$ cat config.mk
export PLATFORM = sky130hd
export DESIGN_NAME = ex_hazard_control_flat
export DESIGN_NICKNAME = d
export VERILOG_FILES = /design/src/rtl/ex_hazard_control_if.sv /design/src/rtl/ex_hazard_control.sv /design/src/flat_wrapper.sv
export SDC_FILE = /design/constraint.sdc
export NUM_CORES = 1
export LEC_CHECK = 0
export CAP_MARGIN = 10
export CORE_AREA = 2 2 61 51
export CTS_CLUSTER_DIAMETER = 80
export DETAILED_ROUTE_END_ITERATION = 6
export DIE_AREA = 0 0 63 53
export GPL_ROUTABILITY_DRIVEN = 0
export HOLD_SLACK_MARGIN = 0.05
export PLACE_DENSITY = 0.77
export SYNTH_ARGS = -nofsm -noshare
export SYNTH_HDL_FRONTEND = slang
export SYNTH_SLANG_ARGS = --single-unit
$ cat constraint.sdc
create_clock -name clk -period 2.3 [get_ports clk]
set_input_delay 0.46 -clock clk [delete_from_list [all_inputs] [get_ports clk]]
set_output_delay 0.46 -clock clk [all_outputs]
set_load 0.005 [all_outputs]
$ cat src/rtl/ex_hazard_control_if.sv
// Execute-stage hazard control bus: decode-side inputs and the select/stall outputs.
interface ex_hazard_control_if;
  logic [31:0] ir2_output;
  logic        branch_control_input;
  logic [1:0]  select_operand1;
  logic [1:0]  select_operand2;
  logic [1:0]  select_md4;
  logic        select_ir4;
  logic        stall;
  logic        bubble;
  logic        flush_active;

  // Pipeline side: supplies the decode instruction and branch outcome.
  modport master (
    output ir2_output,
    output branch_control_input,
    input  select_operand1,
    input  select_operand2,
    input  select_md4,
    input  select_ir4,
    input  stall,
    input  bubble,
    input  flush_active
  );

  // Controller side.
  modport slave (
    input  ir2_output,
    input  branch_control_input,
    output select_operand1,
    output select_operand2,
    output select_md4,
    output select_ir4,
    output stall,
    output bubble,
    output flush_active
  );
endinterface

$ cat src/rtl/ex_hazard_control.sv
// Execute-stage hazard controller: operand forwarding selects, load-use stall,
// and a two-cycle squash after a taken branch. Keeps a two-deep scoreboard of
// destination registers mirroring ir3 (ex) and ir4 (mem).
module ex_hazard_control (
  input logic                clk,
  input logic                reset,
  ex_hazard_control_if.slave hz
);
  localparam logic [6:0] OpAlu    = 7'b0110011;
  localparam logic [6:0] OpAluImm = 7'b0010011;
  localparam logic [6:0] OpLoad   = 7'b0000011;
  localparam logic [6:0] OpLui    = 7'b0110111;
  localparam logic [6:0] OpAuipc  = 7'b0010111;
  localparam logic [6:0] OpJal    = 7'b1101111;
  localparam logic [6:0] OpJalr   = 7'b1100111;
  localparam logic [6:0] OpStore  = 7'b0100011;
  localparam logic [6:0] OpBranch = 7'b1100011;

  typedef enum logic [1:0] {StRun, StFlush1, StFlush2} state_e;

  state_e     state_q, state_d;
  logic       ex_valid_q, ex_valid_d;
  logic [4:0] ex_rd_q, ex_rd_d;
  logic       ex_load_q, ex_load_d;
  logic       mem_valid_q, mem_valid_d;
  logic [4:0] mem_rd_q, mem_rd_d;
  logic [1:0] sel_op1_q, sel_op1_d;
  logic [1:0] sel_op2_q, sel_op2_d;
  logic [1:0] sel_md4_q, sel_md4_d;

  // Decode of the instruction waiting in ir2.
  logic [6:0] opcode;
  logic [4:0] rd, rs1, rs2;
  logic       writes_rd, is_load, uses_rs1, uses_rs2;
  logic       load_use, take_branch;
  logic       unused_ir;

  assign opcode    = hz.ir2_output[6:0];
  assign rd        = hz.ir2_output[11:7];
  assign rs1       = hz.ir2_output[19:15];
  assign rs2       = hz.ir2_output[24:20];
  assign unused_ir = ^{hz.ir2_output[31:25], hz.ir2_output[14:12]};

  assign writes_rd = (opcode inside {OpAlu, OpAluImm, OpLoad, OpLui, OpAuipc, OpJal, OpJalr})
                     && (rd != 5'd0);
  assign is_load   = (opcode == OpLoad);
  assign uses_rs1  = !(opcode inside {OpLui, OpAuipc, OpJal});
  assign uses_rs2  = opcode inside {OpAlu, OpStore, OpBranch};

  // Younger producer (z4) wins over the older one (z5). Records never hold rd = x0.
  function automatic logic [1:0] fwd_sel(input logic [4:0] src, input logic exv,
                                         input logic [4:0] exrd, input logic memv,
                                         input logic [4:0] memrd);
    if (exv && (src == exrd)) begin
      return 2'b10;
    end else if (memv && (src == memrd)) begin
      return 2'b01;
    end
    return 2'b00;
  endfunction

  assign take_branch = (state_q == StRun) && hz.branch_control_input;
  assign load_use    = (state_q == StRun) && ex_valid_q && ex_load_q &&
                       ((uses_rs1 && (rs1 == ex_rd_q)) || (uses_rs2 && (rs2 == ex_rd_q)));

  // Next-state: scoreboard shift, select computation and flush sequencing.
  always_comb begin
    state_d     = state_q;
    mem_valid_d = ex_valid_q;
    mem_rd_d    = ex_rd_q;
    ex_valid_d  = 1'b0;
    ex_rd_d     = '0;
    ex_load_d   = 1'b0;
    sel_op1_d   = 2'b00;
    sel_op2_d   = 2'b00;
    sel_md4_d   = 2'b00;
    unique case (state_q)
      StRun: begin
        if (take_branch) begin
          state_d = StFlush1;
        end else if (!load_use) begin
          ex_valid_d = writes_rd;
          ex_rd_d    = rd;
          ex_load_d  = is_load;
          if (uses_rs1) begin
            sel_op1_d = fwd_sel(rs1, ex_valid_q, ex_rd_q, mem_valid_q, mem_rd_q);
          end
          if ((opcode == OpAlu) || (opcode == OpBranch)) begin
            sel_op2_d = fwd_sel(rs2, ex_valid_q, ex_rd_q, mem_valid_q, mem_rd_q);
          end
          if (opcode == OpStore) begin
            sel_md4_d = fwd_sel(rs2, ex_valid_q, ex_rd_q, mem_valid_q, mem_rd_q);
          end
        end
      end
      StFlush1: state_d = StFlush2;
      StFlush2: state_d = StRun;
      default:  state_d = StRun;
    endcase
  end

  // State, scoreboard and registered selects.
  always_ff @(posedge clk or negedge reset) begin
    if (!reset) begin
      state_q     <= StRun;
      ex_valid_q  <= 1'b0;
      ex_rd_q     <= '0;
      ex_load_q   <= 1'b0;
      mem_valid_q <= 1'b0;
      mem_rd_q    <= '0;
      sel_op1_q   <= 2'b00;
      sel_op2_q   <= 2'b00;
      sel_md4_q   <= 2'b00;
    end else begin
      state_q     <= state_d;
      ex_valid_q  <= ex_valid_d;
      ex_rd_q     <= ex_rd_d;
      ex_load_q   <= ex_load_d;
      mem_valid_q <= mem_valid_d;
      mem_rd_q    <= mem_rd_d;
      sel_op1_q   <= sel_op1_d;
      sel_op2_q   <= sel_op2_d;
      sel_md4_q   <= sel_md4_d;
    end
  end

  assign hz.select_operand1 = sel_op1_q;
  assign hz.select_operand2 = sel_op2_q;
  assign hz.select_md4      = sel_md4_q;
  assign hz.flush_active    = (state_q != StRun);
  assign hz.select_ir4      = (state_q != StRun);
  // A taken branch squashes the hazard, so no stall in that cycle.
  assign hz.stall           = load_use && !take_branch;
  assign hz.bubble          = load_use && !take_branch;
endmodule
$ cat src/flat_wrapper.sv
// flat-port wrapper written by rule: the top's interface ports become plain ports
module ex_hazard_control_flat 
  (clk, reset, hz_ir2_output, hz_branch_control_input, hz_select_operand1, hz_select_operand2, hz_select_md4, hz_select_ir4, hz_stall, hz_bubble, hz_flush_active);
  ex_hazard_control_if hz_i ();
  input logic clk;
  input logic reset;
  input wire logic [$bits(hz_i.ir2_output)-1:0] hz_ir2_output;
  input wire logic [$bits(hz_i.branch_control_input)-1:0] hz_branch_control_input;
  output wire logic [$bits(hz_i.select_operand1)-1:0] hz_select_operand1;
  output wire logic [$bits(hz_i.select_operand2)-1:0] hz_select_operand2;
  output wire logic [$bits(hz_i.select_md4)-1:0] hz_select_md4;
  output wire logic [$bits(hz_i.select_ir4)-1:0] hz_select_ir4;
  output wire logic [$bits(hz_i.stall)-1:0] hz_stall;
  output wire logic [$bits(hz_i.bubble)-1:0] hz_bubble;
  output wire logic [$bits(hz_i.flush_active)-1:0] hz_flush_active;
  assign hz_i.ir2_output = hz_ir2_output;
  assign hz_i.branch_control_input = hz_branch_control_input;
  assign hz_select_operand1 = hz_i.select_operand1;
  assign hz_select_operand2 = hz_i.select_operand2;
  assign hz_select_md4 = hz_i.select_md4;
  assign hz_select_ir4 = hz_i.select_ir4;
  assign hz_stall = hz_i.stall;
  assign hz_bubble = hz_i.bubble;
  assign hz_flush_active = hz_i.flush_active;
  ex_hazard_control u_core (.clk(clk), .reset(reset), .hz(hz_i));
endmodule
Yosys cells after proc, flatten, opt, wreduce, memory -nomap -nowiden

Cells that the tools add are included.

Flip-flop bits (word level): 21
Output and inout bits: 10

Equality and inequality tests: 15
Multiplexer cells: 46
Reduce and logical (&&, ||, !) cells: 22

Operator list:

| operator                                                               | number |
|---|---|
| 2-bit two-way mux                                                      | 20 |
| 1-bit two-way mux                                                      | 22 |
| 7-bit by 6-bit equality test with 1-bit output (second input constant) | 3 |
| 7-bit equality test (second input constant)                            | 3 |
| 5-bit equality test                                                    | 4 |
| 5-bit two-way mux                                                      | 3 |
| 7-bit by 5-bit equality test with 1-bit output (second input constant) | 2 |
| 1-bit logical AND                                                      | 12 |
| 7-bit by 2-bit equality test with 1-bit output (second input constant) | 1 |
| 7-bit nonzero test                                                     | 1 |
| 3-bit nonzero test                                                     | 2 |
| 5-bit nonzero test                                                     | 1 |
| 2-bit case mux with 2 select lines                                     | 1 |
| 2-bit by 1-bit equality test with 1-bit output (second input constant) | 1 |
| 1-bit logical NOT                                                      | 2 |
| 2-bit logical NOT                                                      | 1 |
| 1-bit logical OR                                                       | 2 |
| 2-bit by 1-bit != test with 1-bit output (second input constant)       | 1 |
| 2-bit nonzero test                                                     | 1 |

Depth between registers and ports, before layout

Depth after elaboration: 14
Gate-level depth with buffers: 7
Gate-level depth less buffers: 4

Least setup slack after synthesis

No wires, ideal clock.

Path kind: input to output
Start point: in hz_ir2_output[6]
End point: out hz_stall
Arrival time: 1.670 ns
Data required time: 1.840 ns
Slack: 0.170 ns
Cell stages on the path: 7
Cells stage by stage: clkbuf_2 > or3b_1 > a21oi_2 > nor4_2 > buf_6 > o22a_1 > buf_4

Cells in the longest elaborated chain, start to end: 7
Elaborated cells between the ends (all ways): 14
Classes of those cells: eq/ne (6); reduce/logical (8)

RTL lines:

| what                                                                         | line                    | RTL |
|---|---|---|
| from (decl)                                                                  | flat_wrapper.sv:7       | `input wire logic [$bits(hz_i.ir2_output)-1:0] hz_ir2_output;` |
| 7-bit by 6-bit equality test with 1-bit output, or another cell as far along | ex_hazard_control.sv:47 | `assign uses_rs1 = !(opcode inside {OpLui, OpAuipc, OpJal});` |
| 3-bit nonzero test                                                           | ex_hazard_control.sv:47 |  |
| 1-bit logical NOT                                                            | ex_hazard_control.sv:47 |  |
| 1-bit logical AND                                                            | ex_hazard_control.sv:64 | `((uses_rs1 && (rs1 == ex_rd_q)) \|\| (uses_rs2 && (rs2 == ex_rd_q)));` |
| 1-bit logical OR (*)                                                         | ex_hazard_control.sv:64 |  |
| 1-bit logical AND (*)                                                        | ex_hazard_control.sv:63 | `assign load_use = (state_q == StRun) && ex_valid_q && ex_load_q &&` |
| 1-bit logical AND (*)                                                        | -                       |  |
| to (decl)                                                                    | flat_wrapper.sv:13      | `output wire logic [$bits(hz_i.stall)-1:0] hz_stall;` |

Mark *: on every way between the ends. The rest lies on a longest branch, timed or not.

Final worst setup path

Start point: reg u_core.state_q[0]
End point: out hz_stall

Cells in the longest elaborated chain, start to end: 5
Elaborated cells between the ends (all ways): 7
Classes of those cells: reduce/logical (7)

RTL lines:

| what                            | line                                             | RTL |
|---|---|---|
| from (decl)                     | ex_hazard_control.sv:21                          | `state_e state_q, state_d;` |
| from (signal assigned)          | ex_hazard_control.sv:105                         | `state_q <= StRun;` |
| from (signal assigned)          | ex_hazard_control.sv:115                         | `state_q <= state_d;` |
| 2-bit logical NOT (*)           | ex_hazard_control.sv:62, ex_hazard_control.sv:63 |  |
| 1-bit logical AND (3 in series) | ex_hazard_control.sv:63                          |  |
| 1-bit logical AND (*)           | ex_hazard_control.sv:133                         | `assign hz.stall = load_use && !take_branch;` |

Marked as above.

==> results.md <==
- The overall die area is 3340 µm².
- Summed over all layers, the global routing overflow is 0.
- Max-cap violations in this run came to 0.
- The global routing met2 resource utilization is approximately a third.
- The initial antenna violation count was 0.
- The critical path startpoint category is a flop.
- The tree built by TritonCTS fans out to 21 sinks.
- The first-pass GRT wire length is 4.57 mm.
- In this run, post-CTS hold repair placed 0 buffers.
- The worst setup path is captured at an output port.
- The violation count after the first detailed-route iteration is 17.
- The via count of the first global-routing pass is 1020.
- Global routing used 18.7% of the available tracks.
- The share of the clock period used by the worst path after layout is roughly 97%.
- The I/O pin count is 45.
- The number of nets at the end of the flow is 199.
- The initial utilization of the core area, before any placement, comes to 41.1%.
- The reg-to-reg critical path startpoint is u_core.state_q[0].
- The number of antenna diodes in the final layout is 0.
- For this run, global-route usage on met1 was measured as 21.8%.
- The worst setup path category is flop to output port.
- The quantity of I/O buffers inserted on ports is 34.
- Summing all placed instances gives a cell area of 1650 µm².
- The post-route netlist has 29.4% of its cells at a drive strength greater than 1.
- Sequential elements use 47.4% of the synthesized area.
- The horizontal extent of the die is about 63 µm.
- The die span in y is approximately 53 µm.
- Counting every instance in the synthesized netlist gives 98.
- The final number of hold-violating endpoints is 0.
- The total via count in the routed design is slightly above 1k.
- The share of the synthesized area in the top cell type is between 40% and 50%.
- The number of pins with negative max-slew slack in the final report is 0.
- The largest net degree at the start of global routing is 22.
- The clock root buffer master is sky130_fd_sc_hd__clkbuf_4.
- The cell accounting for the most synthesized area is sky130_fd_sc_hd__dfrtp_1.
- For this run, the leading register cell type out of synthesis is sky130_fd_sc_hd__dfrtp_1.
- The standard cell core area is 2700 µm².
- Static timing analysis puts the maximum clock frequency at 449 MHz.
- The detailed placement HPWL is 2.09 mm.
- The source-to-sink clock delay at the later pin of the worst-skew pair is 0.31 ns.
- The design draws around 800 µW.
- CTS built an H-tree with a depth of 1.
- For this design the ratio of total power to cell area is 450 nW/µm².
- The count of flip-flops with a built-in enable after synthesis is 0.
- The total CTS buffers is 3.
- When the netlist entered floorplanning its net count stood at 133.
- The maximum buffer depth of the clock tree is 2.
- The floorplan row count is 17.
- In this run, placement finished with an instance count of 190.
- In the routed design, unresolved DRC markers number 0.
- The non-filler instance count after layout is 201.
- For the pin with the worst max-slew slack, the measured transition is 0.387 ns.
- For this run, the detailed router's first-pass iteration total came to 4.
- Hold timing on the final database bottoms out at a slack of 0.441 ns.
- The layer flagged by global routing as most heavily used is met2.
- Ranked by instance count, the synthesized netlist is headed by 21 x sky130_fd_sc_hd__dfrtp_1, 13 x sky130_fd_sc_hd__xnor2_1, 8 x sky130_fd_sc_hd__xor2_1.
- The setup-violating endpoint count in the final report is 0.
- The final routed wire length divided by cell count is between 10 and 15 µm.
- In this run the most critical hold path is launched from u_core.ex_valid_q.
- The most common cell in the synthesized netlist is sky130_fd_sc_hd__dfrtp_1.
- The mean area per synthesized cell is 11.3 µm².
- The count of synthesis-stage warnings from yosys is 0.
- The highest ir drop seen on vdd is 0.204 mV.
- The area growth from synthesis to layout is 59.2%.
- The async set-or-reset flop fraction in the synthesized netlist is 100%.
- The start point of the critical path is u_core.state_q[0].
- The detailed-route vias per instance is 5.00.
- The worst endpoint data arrival time is 1.77 ns.
- The remaining antenna violation count after routing is 0.
- The final design instance area without fill is between 1500 and 2000 µm².
- The cell area that synthesis handed to floorplanning was 1110 µm².
- The relative slew slack is 74.0%.
- The flow ran to the end, and the final reports show no timing, DRC or antenna violations.
- Along the worst path, the maximum fanout reaches 2.
- In the global route stage, met3 resource usage came out at 3.40%.
- The number of unique standard cell types used by synthesis is 34.
- The sum of routed wire length over all layers is 2.75 mm.
- Clock-pin slew was measured on the worst setup and hold paths at 0.11 ns.
- In this run, synthesis produced a sequential element count of 21.
- For the final database, setup skew stands at 0.00508 ns.
- The post-layout minimum cycle time is around 2.2 ns.
- TritonCTS built the clock tree.
- After routing, the total negative slack on setup checks comes to 0 ns.
- The leakage power of the design is 0.000790 µW.
- The critical path required time is between 1.5 and 2 ns.
- By area the synthesized netlist is led by sky130_fd_sc_hd__dfrtp_1 47%, sky130_fd_sc_hd__xnor2_1 10%, sky130_fd_sc_hd__xor2_1 6.3%, sky130_fd_sc_hd__nor3b_1 3.4%, sky130_fd_sc_hd__nor4_1 3.4%.
- The min-delay analysis places its worst path in the category flop to flop.
- Setup repair after global routing could not meet its margin everywhere.
[repair_timing]
item,in CTS,in global routing
buffers inserted,5,2
resized for setup,15,10
pin swaps,6,5
endpoints found under the setup margin,2,2
[cell type report]
cell class | instances | area (µm²)
fillers | 222 | 935
multi-input cells | 71 | 592
repair buffers | 65 | 568
flip-flops and latches | 21 | 526
well taps | 38 | 47.5
clock buffers | 4 | 26.3
inverters | 2 | 7.51
[final timing paths]
| path | cells past startpoint | slack (ns) | to |
|---|---|---|---|
| worst max-delay path | 5 | 0.07 | hz_stall |
| worst min-delay path | 0 | 0.44 | u_core.mem_valid_q |
| worst max register to register | 7 | 0.29 | u_core.hz.select_operand1[0] |
| worst min register to register | 0 | 0.44 | u_core.mem_valid_q |
| max in group asynchronous | 2 | 1.61 | u_core.ex_rd_q[4] |
| min in group asynchronous | 2 | 0.48 | u_core.mem_rd_q[0] |
[registers in the layout (all words and copies together), names as in the netlist]
name                       flops
u_core.ex_load_q               1
u_core.ex_rd_q                 5
u_core.ex_valid_q              1
u_core.hz.select_md4           2
u_core.hz.select_operand1      2
u_core.hz.select_operand2      2
u_core.mem_rd_q                5
u_core.mem_valid_q             1
u_core.state_q                 2
[power breakdown]
group / switching, µW / internal, µW
clock network: 110 / 68.0
registers: 16.6 / 387
logic: 88.8 / 125
[cells in the final DEF (no fill, tap or decap), drive strengths merged, types with 2 or more instances in the layout]
cell,instances
buf,33
clkdlybuf4s50,23
dfrtp,21
xnor2,13
xor2,8
nor4,7
nand3,6
nor3b,5
nor2,4
dlymetal6s2s,4
dlygate4sd2,4
nor3,4
clkbuf,4
nand2,2
inv,2
or4,2
and4bb,2
[cell families (layout without fill, tap and decap cells)]
logic type             count (synthesis)  after routing  share of synthesized area, %
XOR/XNOR                              21             21                          16.6
flip-flops                            21             21                          47.4
AND/OR/NAND/NOR                       43             43                          25.9
AO/OA/AOI/OAI                          7              7                          6.65
buffers and inverters                  6             71                          3.49
[metal layers]
layer,up-vias,wire (µm)
met1,483,1160
li1,483,-
met2,35,1380
met5,-,0
met4,0,57
met3,5,159
[critical path, cell delays in order, from the launching register on]
cell and delay [ns]:
sky130_fd_sc_hd__dfrtp_1 0.41, sky130_fd_sc_hd__nand4bb_1 0.21, sky130_fd_sc_hd__a2111o_1 0.36, sky130_fd_sc_hd__nor3_2 0.19
sky130_fd_sc_hd__o22a_1 0.17, sky130_fd_sc_hd__buf_2 0.11
[metrics by stage]
step           util [%]  worst slack, ns
2_1_floorplan         -            0.170
3_3_place_gp       61.0           -0.544
3_5_place_dp       61.0           -0.559
4_1_cts            63.2          0.00866
5_1_grt            65.4         -0.00672
6_report           65.4           0.0710
(Power assumes the default switching activity.)
